### src/rtl/bram_stream_reader_if.sv
// Bus bundle for bram_stream_reader: command/status, RAM read port and output stream.
interface bram_stream_reader_if #(
    parameter int DATA_W = 16,
    parameter int LEN_W  = 12
);
    logic              start_i;
    logic [10:0]       base_i;
    logic [LEN_W-1:0]  len_i;
    logic              busy_o;
    logic              done_o;
    logic              err_o;
    logic              ram_rclke_o;
    logic              ram_re_o;
    logic [10:0]       ram_raddr_o;
    logic [15:0]       ram_rdata_i;
    logic              m_valid_o;
    logic [DATA_W-1:0] m_data_o;
    logic              m_last_o;
    logic              m_ready_i;

    modport master (
        input  start_i, base_i, len_i, ram_rdata_i, m_ready_i,
        output busy_o, done_o, err_o, ram_rclke_o, ram_re_o, ram_raddr_o,
               m_valid_o, m_data_o, m_last_o
    );

    modport slave (
        output start_i, base_i, len_i, ram_rdata_i, m_ready_i,
        input  busy_o, done_o, err_o, ram_rclke_o, ram_re_o, ram_raddr_o,
               m_valid_o, m_data_o, m_last_o
    );
endinterface

### src/rtl/bram_stream_reader.sv
// Read-side master for one RAM40_4K: walks an address range and streams words out.
// Define BRAM_RD_WRAP_EN for circular addressing; otherwise ranges are clamped at DEPTH.
module bram_stream_reader #(
    parameter int DATA_W = 16,
    parameter int DEPTH  = 4096 / DATA_W,
    parameter int LEN_W  = 12
) (
    input logic                  clk,
    input logic                  rst,
    bram_stream_reader_if.master bus
);
    localparam int CW = ((LEN_W > 12) ? LEN_W : 12) + 1;

    localparam logic [1:0] S_IDLE  = 2'd0;
    localparam logic [1:0] S_RUN   = 2'd1;
    localparam logic [1:0] S_DRAIN = 2'd2;

    typedef struct packed {
        logic              last;
        logic [DATA_W-1:0] data;
    } entry_t;

    logic [1:0]    state_q, state_d;
    logic [10:0]   addr_q, addr_d;
    logic [CW-1:0] rem_q, rem_d;
    logic          clamp_q, clamp_d;
    logic          rv_q, rv_d;
    logic          rlast_q, rlast_d;
    logic          done_q, done_d;
    logic          err_q, err_d;
    entry_t        b0_q, b0_d, b1_q, b1_d;
    logic [1:0]    cnt_q, cnt_d;

    entry_t        head, rd_ent;
    logic          valid, pop, pop_buf, push, issue;
    logic [CW-1:0] len_ext, eff;
    logic          eff_clamp;
    logic [10:0]   start_addr, addr_inc;
    logic          unused_rdata;

    assign len_ext = CW'(bus.len_i);

`ifdef BRAM_RD_WRAP_EN
    assign eff        = len_ext;
    assign eff_clamp  = 1'b0;
    assign start_addr = bus.base_i & 11'(DEPTH - 1);
    assign addr_inc   = (addr_q == 11'(DEPTH - 1)) ? 11'd0 : addr_q + 11'd1;
`else
    logic [CW-1:0] base_ext, depth_ext, avail;
    assign base_ext   = CW'(bus.base_i);
    assign depth_ext  = CW'(DEPTH);
    assign avail      = (base_ext >= depth_ext) ? '0 : depth_ext - base_ext;
    assign eff        = (len_ext < avail) ? len_ext : avail;
    assign eff_clamp  = (eff != len_ext);
    assign start_addr = bus.base_i;
    assign addr_inc   = addr_q + 11'd1;
`endif

    // rv_q: a read issued last edge, so its word sits on ram_rdata_i this cycle
    assign rd_ent       = '{last: rlast_q, data: bus.ram_rdata_i[DATA_W-1:0]};
    assign unused_rdata = ^bus.ram_rdata_i;

    always_comb begin
        head = '0;
        if (cnt_q != 2'd0) head = b0_q;
        else if (rv_q)     head = rd_ent;
    end

    assign valid   = (cnt_q != 2'd0) || rv_q;
    assign pop     = valid && bus.m_ready_i;
    assign pop_buf = pop && (cnt_q != 2'd0);
    assign push    = rv_q && !(pop && (cnt_q == 2'd0));
    // occupancy after this edge, plus the new read, must stay within two words
    assign issue   = (state_q == S_RUN) &&
                     (({1'b0, cnt_q} + {2'b00, rv_q} - {2'b00, pop}) <= 3'd1);

    always_comb begin
        b0_d  = b0_q;
        b1_d  = b1_q;
        cnt_d = cnt_q;
        if (pop_buf) begin
            b0_d  = b1_q;
            cnt_d = cnt_q - 2'd1;
        end
        if (push) begin
            if (cnt_d == 2'd0) b0_d = rd_ent;
            else               b1_d = rd_ent;
            cnt_d = cnt_d + 2'd1;
        end
    end

    always_comb begin
        state_d = state_q;
        addr_d  = addr_q;
        rem_d   = rem_q;
        clamp_d = clamp_q;
        rv_d    = issue;
        rlast_d = issue && (rem_q == CW'(1));
        done_d  = 1'b0;
        err_d   = 1'b0;
        case (state_q)
            S_IDLE: begin
                if (bus.start_i) begin
                    if (eff == '0) begin
                        done_d = 1'b1;
                        err_d  = eff_clamp;
                    end else begin
                        state_d = S_RUN;
                        addr_d  = start_addr;
                        rem_d   = eff;
                        clamp_d = eff_clamp;
                    end
                end
            end
            S_RUN, S_DRAIN: begin
                if (issue) begin
                    addr_d = addr_inc;
                    rem_d  = rem_q - CW'(1);
                    if (rem_q == CW'(1)) state_d = S_DRAIN;
                end
                if (pop && head.last) begin
                    state_d = S_IDLE;
                    done_d  = 1'b1;
                    err_d   = clamp_q;
                end
            end
            default: state_d = S_IDLE;
        endcase
    end

    always_ff @(posedge clk or posedge rst) begin
        if (rst) begin
            state_q <= S_IDLE;
            addr_q  <= '0;
            rem_q   <= '0;
            clamp_q <= 1'b0;
            rv_q    <= 1'b0;
            rlast_q <= 1'b0;
            done_q  <= 1'b0;
            err_q   <= 1'b0;
            b0_q    <= '0;
            b1_q    <= '0;
            cnt_q   <= '0;
        end else begin
            state_q <= state_d;
            addr_q  <= addr_d;
            rem_q   <= rem_d;
            clamp_q <= clamp_d;
            rv_q    <= rv_d;
            rlast_q <= rlast_d;
            done_q  <= done_d;
            err_q   <= err_d;
            b0_q    <= b0_d;
            b1_q    <= b1_d;
            cnt_q   <= cnt_d;
        end
    end

    assign bus.busy_o      = (state_q != S_IDLE);
    assign bus.ram_rclke_o = (state_q != S_IDLE);
    assign bus.ram_re_o    = issue;
    assign bus.ram_raddr_o = addr_q;
    assign bus.done_o      = done_q;
    assign bus.err_o       = err_q;
    assign bus.m_valid_o   = valid;
    assign bus.m_data_o    = head.data;
    assign bus.m_last_o    = head.last;
endmodule

### src/flat_wrapper.sv
// flat-port wrapper written by rule: the top's interface ports become plain ports
module bram_stream_reader_flat 
#(
    parameter int DATA_W = 16,
    parameter int DEPTH  = 4096 / DATA_W,
    parameter int LEN_W  = 12
)
  (clk, rst, bus_start_i, bus_base_i, bus_len_i, bus_ram_rdata_i, bus_m_ready_i, bus_busy_o, bus_done_o, bus_err_o, bus_ram_rclke_o, bus_ram_re_o, bus_ram_raddr_o, bus_m_valid_o, bus_m_data_o, bus_m_last_o);
  bram_stream_reader_if #(.DATA_W(DATA_W), .LEN_W(LEN_W)) bus_i ();
  input logic clk;
  input logic rst;
  input wire logic [$bits(bus_i.start_i)-1:0] bus_start_i;
  input wire logic [$bits(bus_i.base_i)-1:0] bus_base_i;
  input wire logic [$bits(bus_i.len_i)-1:0] bus_len_i;
  input wire logic [$bits(bus_i.ram_rdata_i)-1:0] bus_ram_rdata_i;
  input wire logic [$bits(bus_i.m_ready_i)-1:0] bus_m_ready_i;
  output wire logic [$bits(bus_i.busy_o)-1:0] bus_busy_o;
  output wire logic [$bits(bus_i.done_o)-1:0] bus_done_o;
  output wire logic [$bits(bus_i.err_o)-1:0] bus_err_o;
  output wire logic [$bits(bus_i.ram_rclke_o)-1:0] bus_ram_rclke_o;
  output wire logic [$bits(bus_i.ram_re_o)-1:0] bus_ram_re_o;
  output wire logic [$bits(bus_i.ram_raddr_o)-1:0] bus_ram_raddr_o;
  output wire logic [$bits(bus_i.m_valid_o)-1:0] bus_m_valid_o;
  output wire logic [$bits(bus_i.m_data_o)-1:0] bus_m_data_o;
  output wire logic [$bits(bus_i.m_last_o)-1:0] bus_m_last_o;
  assign bus_i.start_i = bus_start_i;
  assign bus_i.base_i = bus_base_i;
  assign bus_i.len_i = bus_len_i;
  assign bus_i.ram_rdata_i = bus_ram_rdata_i;
  assign bus_i.m_ready_i = bus_m_ready_i;
  assign bus_busy_o = bus_i.busy_o;
  assign bus_done_o = bus_i.done_o;
  assign bus_err_o = bus_i.err_o;
  assign bus_ram_rclke_o = bus_i.ram_rclke_o;
  assign bus_ram_re_o = bus_i.ram_re_o;
  assign bus_ram_raddr_o = bus_i.ram_raddr_o;
  assign bus_m_valid_o = bus_i.m_valid_o;
  assign bus_m_data_o = bus_i.m_data_o;
  assign bus_m_last_o = bus_i.m_last_o;
  bram_stream_reader #(.DATA_W(DATA_W), .DEPTH(DEPTH), .LEN_W(LEN_W)) u_core (.clk(clk), .rst(rst), .bus(bus_i));
endmodule
### config.mk
export PLATFORM = sky130hd
export DESIGN_NAME = bram_stream_reader_flat
export DESIGN_NICKNAME = d
export VERILOG_FILES = /design/src/rtl/bram_stream_reader_if.sv /design/src/rtl/bram_stream_reader.sv /design/src/flat_wrapper.sv
export SDC_FILE = /design/constraint.sdc
export NUM_CORES = 1
export LEC_CHECK = 0
export ABC_CLOCK_PERIOD_IN_PS = 3300
export CELL_PAD_IN_SITES_DETAIL_PLACEMENT = 1
export CELL_PAD_IN_SITES_GLOBAL_PLACEMENT = 1
export CORE_MARGIN = 3
export CORE_UTILIZATION = 36
export DETAILED_ROUTE_END_ITERATION = 10
export MAX_ROUTING_LAYER = met4
export PLACE_DENSITY = 0.84
export SYNTH_ARGS = -nofsm -noshare
export SYNTH_HDL_FRONTEND = slang
export SYNTH_SLANG_ARGS = --single-unit
### constraint.sdc
create_clock -name clk -period 3.3 [get_ports clk]
set_clock_uncertainty 0.15 [all_clocks]
set_input_delay 0.66 -clock clk [delete_from_list [all_inputs] [get_ports clk]]
set_output_delay 0.66 -clock clk [all_outputs]
set_load 0.05 [all_outputs]
==> results.py, run 1 <==
metrics = {
    "clocking": {
        "clk_pin_slew_ns": 0.07,
        "clock_path_buffers": 2,
        "root_buffer": "clkbuf_16",
        "insertion_delay_ns": 0.34,
        "cts_buffers": 9,
        "cts.sinks": 67,
        "cts_tree": "yes",
        "h-tree-depth": 3,
    },
    "yosys": {
        "ys_seq_area_frac": 0.3646,
        "ys_ff_latch": 67,
        "synthesis.area_um2": 4598,
        "synth_cells": 555,
        "synth_edf_count": 0,
        "avgSynthCellArea_um2": 8.285,
        "synth.area.top_cells": "dfrtp_1 36%, ha_1 5.7%, a21oi_1 5.6%, o21ai_0 4.9%, nand2_1 4.8%",
        "synth.largest_area_cell": "dfrtp_1",
        "synth_top_area_frac": 0.3646,
        "synth_warnings": 0,
        "async_reset_ff_frac": 1.000,
        "synthFlopType": "dfrtp_1",
        "synth.distinct_cells": 64,
    },
    "worst_setup_path": {
        "cp.required_ns": 3.39,
        "timing.rr.start": "u_core.cnt_q[1]",
        "critPathLaunchType": "primary input",
        "r2r-end": "u_core.rem_q[12]",
        "cp-startpoint": "bus_base_i[9]",
        "endpoint_kind": "flip-flop",
        "rr_worst_depth": 17,
        "reg2reg_slack_ns": -0.33,
        "path_max_fanout": 6,
        "arrival_ns": 3.76,
        "critPathKind": "primary input to flip-flop",
    },
    "min_path": {
        "min_to": "u_core.b1_q[15]",
        "holdPathStages": 1,
        "min_from": "u_core.b1_q[15]",
        "min_path_type": "flip-flop to flip-flop",
    },
    "power_and_ir_drop": {
        "ir_drop_mv": 0.3602,
        "p_clk_frac": 0.153,
        "power_density_nw_per_um2": 870.4,
        "netSwitchingPower_mw": 3.338,
        "leakage_nw": 3.309,
        "pwr-share-comb": 0.617,
        "swShare": 0.4910,
        "pwr-share-seq": 0.231,
        "p_int_mw": 3.460,
    },
    "grt": {
        "grt_pass1_vias": 5981,
        "grt_max_degree": 68,
        "grt_pass1_wl_um": 32660,
        "gr-total-overflow": 0,
        "track_usage": 0.2982,
        "antenna_found_initial": 0,
    },
    "cells_and_area": {
        "antenna_cells": 0,
        "stdcell_area_um2": 7810,
        "syn2layout_area_growth_pct": 69.85,
        "drive_gt1_frac": 0.4318,
        "nNetsFinal": 822,
    },
    "sta": {
        "relSlewSlack": 0.5799,
        "worst_pin_slew_ns": 0.6254,
        "slew_viol_final": 0,
        "setup_viol": 30,
        "whs_ns": 0.3645,
        "min_period_ns": 3.672,
        "period_share": 1.113,
        "layout_setup_ws_ns": -0.3718,
        "fmax_mhz": 272.3,
        "hold_viol_final": 0,
        "rsz0062_at_grt": "yes",
    },
    "status": {
        "status": "finished with violations",
        "violations": "setup timing",
    },
    "route": {
        "dr.pass1.iters": 5,
        "drc": 0,
        "drtIter0Drc": 389,
        "wirelength_um": 24070,
        "wl_per_cell_um": 25.88,
        "ant_nets": 0,
        "vias": 5594,
        "routed_via_density": 6.015,
    },
    "die": {
        "die_h_um": 119.0,
        "ioPinCount": 77,
        "rows": 40,
        "dieArea_um2": 14160,
        "coreArea_um2": 12260,
        "initial_core_util": 0.3750,
        "chipWidth_um": 119.0,
    },
    "placement": {
        "dpl.hpwl_um": 11830,
        "place.port_buffers": 76,
        "gp_congestion": 0.9571,
        "dpl_cell_area_um2": 6228,
    },
    "job": {
        "cap_violations": 0,
    },
}
-- power by group through the flow --
stage          sequential (mW)  combinational [mW]  clock, mW
2_1_floorplan             1.61                1.83          0
5_1_grt                   1.59                4.38       1.08
4_1_cts                   1.48                3.68       1.02
3_5_place_dp              1.46                3.14          0
3_3_place_gp              1.42                2.98          0
6_report                  1.57                4.19       1.04
-- placed cells by master, fill, tap and decap left out, drive strengths merged, types with 4 or more instances in the layout --
cell,synthesis,final
and3,5,5
buf,14,173
mux2,18,18
nand2,59,59
nand2b,5,5
nand3,23,23
a211o,4,4
a21oi,51,51
xor2,5,5
nor2,50,50
o21ai,47,47
clkbuf,20,10
nor4,4,4
inv,39,39
nand4,6,6
ha,21,21
mux2i,4,4
a21o,7,7
nor3,14,14
or3,5,5
and2,7,7
xnor2,4,4
o22ai,4,4
clkdlybuf4s50,0,46
a211oi,13,13
a311oi,10,10
dfrtp,67,67
-- through the flow --
step	utilization	std cells	TNS (ns)	setup slack, ns	power, mW
after global placement	0.5080	851	-21.72	-0.8858	4.398
after floorplan	-	556	-7.875	-0.3531	3.448
after CTS	0.5935	904	-2.491	-0.2282	6.175
final	0.6369	930	-7.652	-0.3718	6.798
after global routing	0.6369	930	-10.12	-0.4608	7.045
after detailed placement	0.5080	851	-26.73	-1.058	4.595
-- registers in the layout (all words and copies together), names as in the netlist --
signal	cells
u_core.clamp_q	1
u_core.b1_q	17
u_core.rem_q	13
u_core.bus.done_o	1
u_core.state_q	2
u_core.b0_q	17
u_core.bus.ram_raddr_o	11
u_core.bus.err_o	1
u_core.cnt_q	2
u_core.rlast_q	1
u_core.rv_q	1
-- worst max path at each step --
stage / slack [ns] / cells after the start / endpoint
global route: -0.46 / 17 / u_core.rem_q[2]
global placement: -0.89 / 16 / u_core.rem_q[2]
CTS: -0.23 / 12 / bus_ram_re_o
finish: -0.37 / 14 / u_core.rem_q[2]
detailed placement: -1.06 / 16 / u_core.rem_q[2]
floorplan: -0.35 / 16 / u_core.rem_q[12]
-- layer usage --
metal	share of wire	vias up	routed length [um]	track usage
li1	-	2380	-	-
met1	0.37	2778	8972	0.3304
met2	0.51	312	12250	0.5217
met3	0.056	124	1352	0.05176
met4	0.062	0	1493	0.1376
met5	0	-	0	-
-- cells by family (layout without fill, tap and decap cells) --
| logic type | Yosys count | after routing | share of synthesized area |
|---|---|---|---|
| buffers and inverters | 74 | 280 | 0.06585 |
| adders and majority gates | 22 | 22 | 0.06150 |
| and+or+nand+nor | 201 | 201 | 0.2174 |
| other | 1 | 2 | 0.0008155 |
| DFF | 67 | 67 | 0.3646 |
| muxes | 22 | 22 | 0.05279 |
| AOI/OAI and AO/OA | 159 | 159 | 0.2199 |
| xor gates and xnor gates | 9 | 9 | 0.01714 |
-- worst max-delay path: stages --
cell and delay [ns]:
buf_8 0.10, or3_4 0.40, a211o_1 0.33, and2_4 0.19
ha_4 0.26, a21oi_4 0.17, a21oi_4 0.08, or3b_4 0.41
o31ai_4 0.36, buf_4 0.20, a211oi_4 0.05, buf_6 0.16
buf_4 0.13, a311oi_2 0.26
-- repair_timing --
| item | in CTS | in global routing |
|---|---|---|
| gates resized for setup | 128 | 74 |
| pin swaps | 48 | 40 |
| buffers inserted | 35 | 30 |
| hold buffers | 0 | 0 |
| cloned | 3 | 1 |
| endpoints found under the setup margin | 30 | 32 |
-- layout make-up --
class | count | area, um^2
Clock inverter | 6 | 71.32
Clock buffer | 10 | 239.0
Tap cell | 168 | 210.2
Timing Repair Buffer | 224 | 2071
Multi-Input combinational cell | 415 | 3378
Fill cell | 1330 | 4452
Sequential cell | 67 | 1677
Inverter | 40 | 163.9
-- cell usage after synthesis (9+ instances only) --
cell       n
dfrtp_1   67
o21ai_0   45
clkbuf_1  20
nor2_1    50
a211oi_1  12
mux2_2    18
nand3_1   23
a311oi_1   9
nor3_1    13
a21oi_1   51
ha_1      21
inv_1     39
nand2_1   59
No activity file was read; power rests on OpenSTA's default activity.
==> run 2, diff against run 1 <==
--- a/config.mk
+++ b/config.mk
@@ -11,8 +11,10 @@
 export CORE_MARGIN = 3
 export CORE_UTILIZATION = 36
 export DETAILED_ROUTE_END_ITERATION = 10
+export GPL_ROUTABILITY_DRIVEN = 0
 export MAX_ROUTING_LAYER = met4
 export PLACE_DENSITY = 0.84
+export SKIP_LAST_GASP = 1
 export SYNTH_ARGS = -nofsm -noshare
 export SYNTH_HDL_FRONTEND = slang
 export SYNTH_SLANG_ARGS = --single-unit
==> run 2 against run 1 <==
Effect of this change: the run still ends with setup timing left; sequential power is essentially flat; critical endpoint is now u_core.rem_q[0]; core utilization grew 0.39 points; global-route usage grew 0.85 points; worst hold slack lost 0.0060 ns; count of clock-buffer cells in the layout shrank 1; setup slack lost 0.16 ns; cell count grew 0.43%; sequential share of layout area shrank 0.13 points; flip-flop and latch count is the same; first-iteration DRC count grew 28%.
==> results.py, run 2 (synthesis results as in run 1) <==
metrics = {
    "route": {
        "vias": 5791,
        "routed_via_density": 6.200,
        "wl_per_cell_um": 27.75,
        "wirelength_um": 25920,
        "drtIter0Drc": 497,
        "dr.pass1.iters": 5,
        "drc": 0,
        "ant_nets": 0,
    },
    "sta": {
        "worst_pin_slew_ns": 0.7306,
        "relSlewSlack": 0.5123,
        "rsz0062_at_grt": "yes",
        "setup_viol": 30,
        "hold_viol_final": 0,
        "min_period_ns": 3.834,
        "slew_viol_final": 0,
        "fmax_mhz": 260.8,
        "period_share": 1.162,
        "layout_setup_ws_ns": -0.5341,
    },
    "status": {
        "status": "finished with violations",
        "violations": "setup timing",
    },
    "clocking": {
        "hold_buffers": 0,
        "insertion_delay_ns": 0.34,
        "h-tree-depth": 3,
        "cts.sinks": 67,
        "clock_path_buffers": 2,
        "cts_tree": "yes",
        "cts_buffers": 9,
        "root_buffer": "clkbuf_16",
        "clk_pin_slew_ns": 0.06,
    },
    "cells_and_area": {
        "n_fill_cell": 1327,
        "syn2layout_area_growth_pct": 70.88,
        "nNetsFinal": 826,
        "final_core_util": 0.6408,
        "antenna_cells": 0,
        "reg.largest.list": "u_core.b0_q (17), u_core.b1_q (17), u_core.rem_q (13)",
        "mostFrequentLayoutCell": "buf_4",
        "register_area_um2": 1677,
        "multi_input_area_um2": 3366,
        "stdcell_area_um2": 7858,
        "layout_common_cells": "127 x buf_4, 67 x dfrtp_1, 54 x nand2_1, 46 x clkdlybuf4s50_1, 44 x o21ai_0",
        "stdcell_count": 934,
        "drive_gt1_frac": 0.4295,
    },
    "min_path": {
        "min_to": "u_core.b1_q[12]",
        "min_from": "u_core.b1_q[12]",
        "min_path_type": "flip-flop to flip-flop",
        "holdPathStages": 1,
    },
    "placement": {
        "placed_cells": 853,
        "place.port_buffers": 76,
        "dpl.hpwl_um": 12050,
        "dpl_cell_area_um2": 6243,
    },
    "worst_setup_path": {
        "critPathLaunchType": "primary input",
        "arrival_ns": 3.95,
        "endpoint_kind": "flip-flop",
        "timing.rr.start": "u_core.cnt_q[1]",
        "critical_path.slowest_cell": "nor3b_4",
        "cp.required_ns": 3.42,
        "r2r-end": "u_core.rem_q[0]",
        "path_max_fanout": 7,
        "slowest_delay_ns": 0.34,
        "rr_worst_depth": 20,
        "reg2reg_slack_ns": -0.42,
        "crit_chain": "buf_8 -> inv_6 -> ha_4 -> nor3b_4 -> nand4_1 -> ha_4 -> a21o_1 -> a211o_1 -> buf_4 -> buf_4 -> nor2_4 -> a21oi_4 -> a211oi_4 -> buf_6 -> buf_8 -> buf_16 -> mux2i_1 -> a21o_1",
        "critPathKind": "primary input to flip-flop",
        "cp_num_buf_inv": 7,
        "cpLargestDelayFamily": "compound AO/OA/AOI/OAI gates",
    },
    "grt": {
        "grt.busiest_layer": "met2",
        "use_met2": 0.5323,
        "gr-total-overflow": 0,
        "track_usage": 0.3066,
        "antenna_found_initial": 0,
        "grtUsageMet3": 0.04796,
        "grt_pass1_wl_um": 33640,
        "grt_max_degree": 35,
        "met1_usage": 0.3382,
        "grt_pass1_vias": 6040,
    },
    "job": {
        "cap_violations": 0,
    },
    "die": {
        "ioPinCount": 77,
        "dieArea_um2": 14160,
        "rows": 40,
        "coreArea_um2": 12260,
        "chipWidth_um": 119.0,
        "die_h_um": 119.0,
        "initial_core_util": 0.3750,
    },
    "power_and_ir_drop": {
        "ir_drop_mv": 0.3406,
        "power_density_nw_per_um2": 891.1,
        "leakage_nw": 3.322,
    },
}
==> run 2: cell type report <==
| class | instances | area share |
|---|---|---|
| clock buffer | 9 | 0.02866 |
| clock inverter | 7 | 0.009873 |
| inverter | 40 | 0.02086 |
| multi-input combinational | 415 | 0.4283 |
| sequential | 67 | 0.2134 |
| tap | 168 | 0.02675 |
| timing repair buffer | 228 | 0.2721 |
==> run 2: power by group <==
part	switching [mW]	internal, mW
combinational	2.64	1.79
sequential	0.393	1.18
clock	0.415	0.591
total	3.45	3.56
==> run 2: how the worst max path moves through the flow <==
stage	startpoint	end	slack (ns)	cells past startpoint
after CTS	u_core.cnt_q[1]	bus_ram_re_o	-0.23	12
after detailed placement	bus_base_i[0]	u_core.rem_q[2]	-1.03	16
final	bus_base_i[0]	u_core.rem_q[0]	-0.53	18
after global routing	bus_base_i[0]	u_core.rem_q[0]	-0.63	18
after floorplan	u_core.cnt_q[1]	u_core.rem_q[12]	-0.35	16
after global placement	bus_base_i[0]	u_core.rem_q[2]	-0.90	16
==> run 2: timing repair <==
action / 4_1_cts / 5_1_grt
endpoints found under the setup margin: 30 / 30
pin swaps: 44 / 31
resized for setup: 140 / 59
gates cloned: 4 / 0
buffers inserted: 38 / 28
==> run 2: per-layer routing <==
metal	vias to the layer above	wire length, um
met2	364	13090
li1	2387	-
met1	2902	9606
met4	0	1661
met5	-	0
met3	138	1553
==> run 2: stage by stage <==
stage,power [mW],worst slack [ns],TNS (ns),hold slack (ns)
2_1_floorplan,3.448,-0.3531,-7.875,0.3167
3_3_place_gp,4.409,-0.8961,-21.99,0.3380
3_5_place_dp,4.624,-1.032,-26.30,0.3565
4_1_cts,6.246,-0.2344,-3.180,0.3713
5_1_grt,7.231,-0.6300,-14.90,0.3819
6_report,7.002,-0.5341,-12.20,0.3586
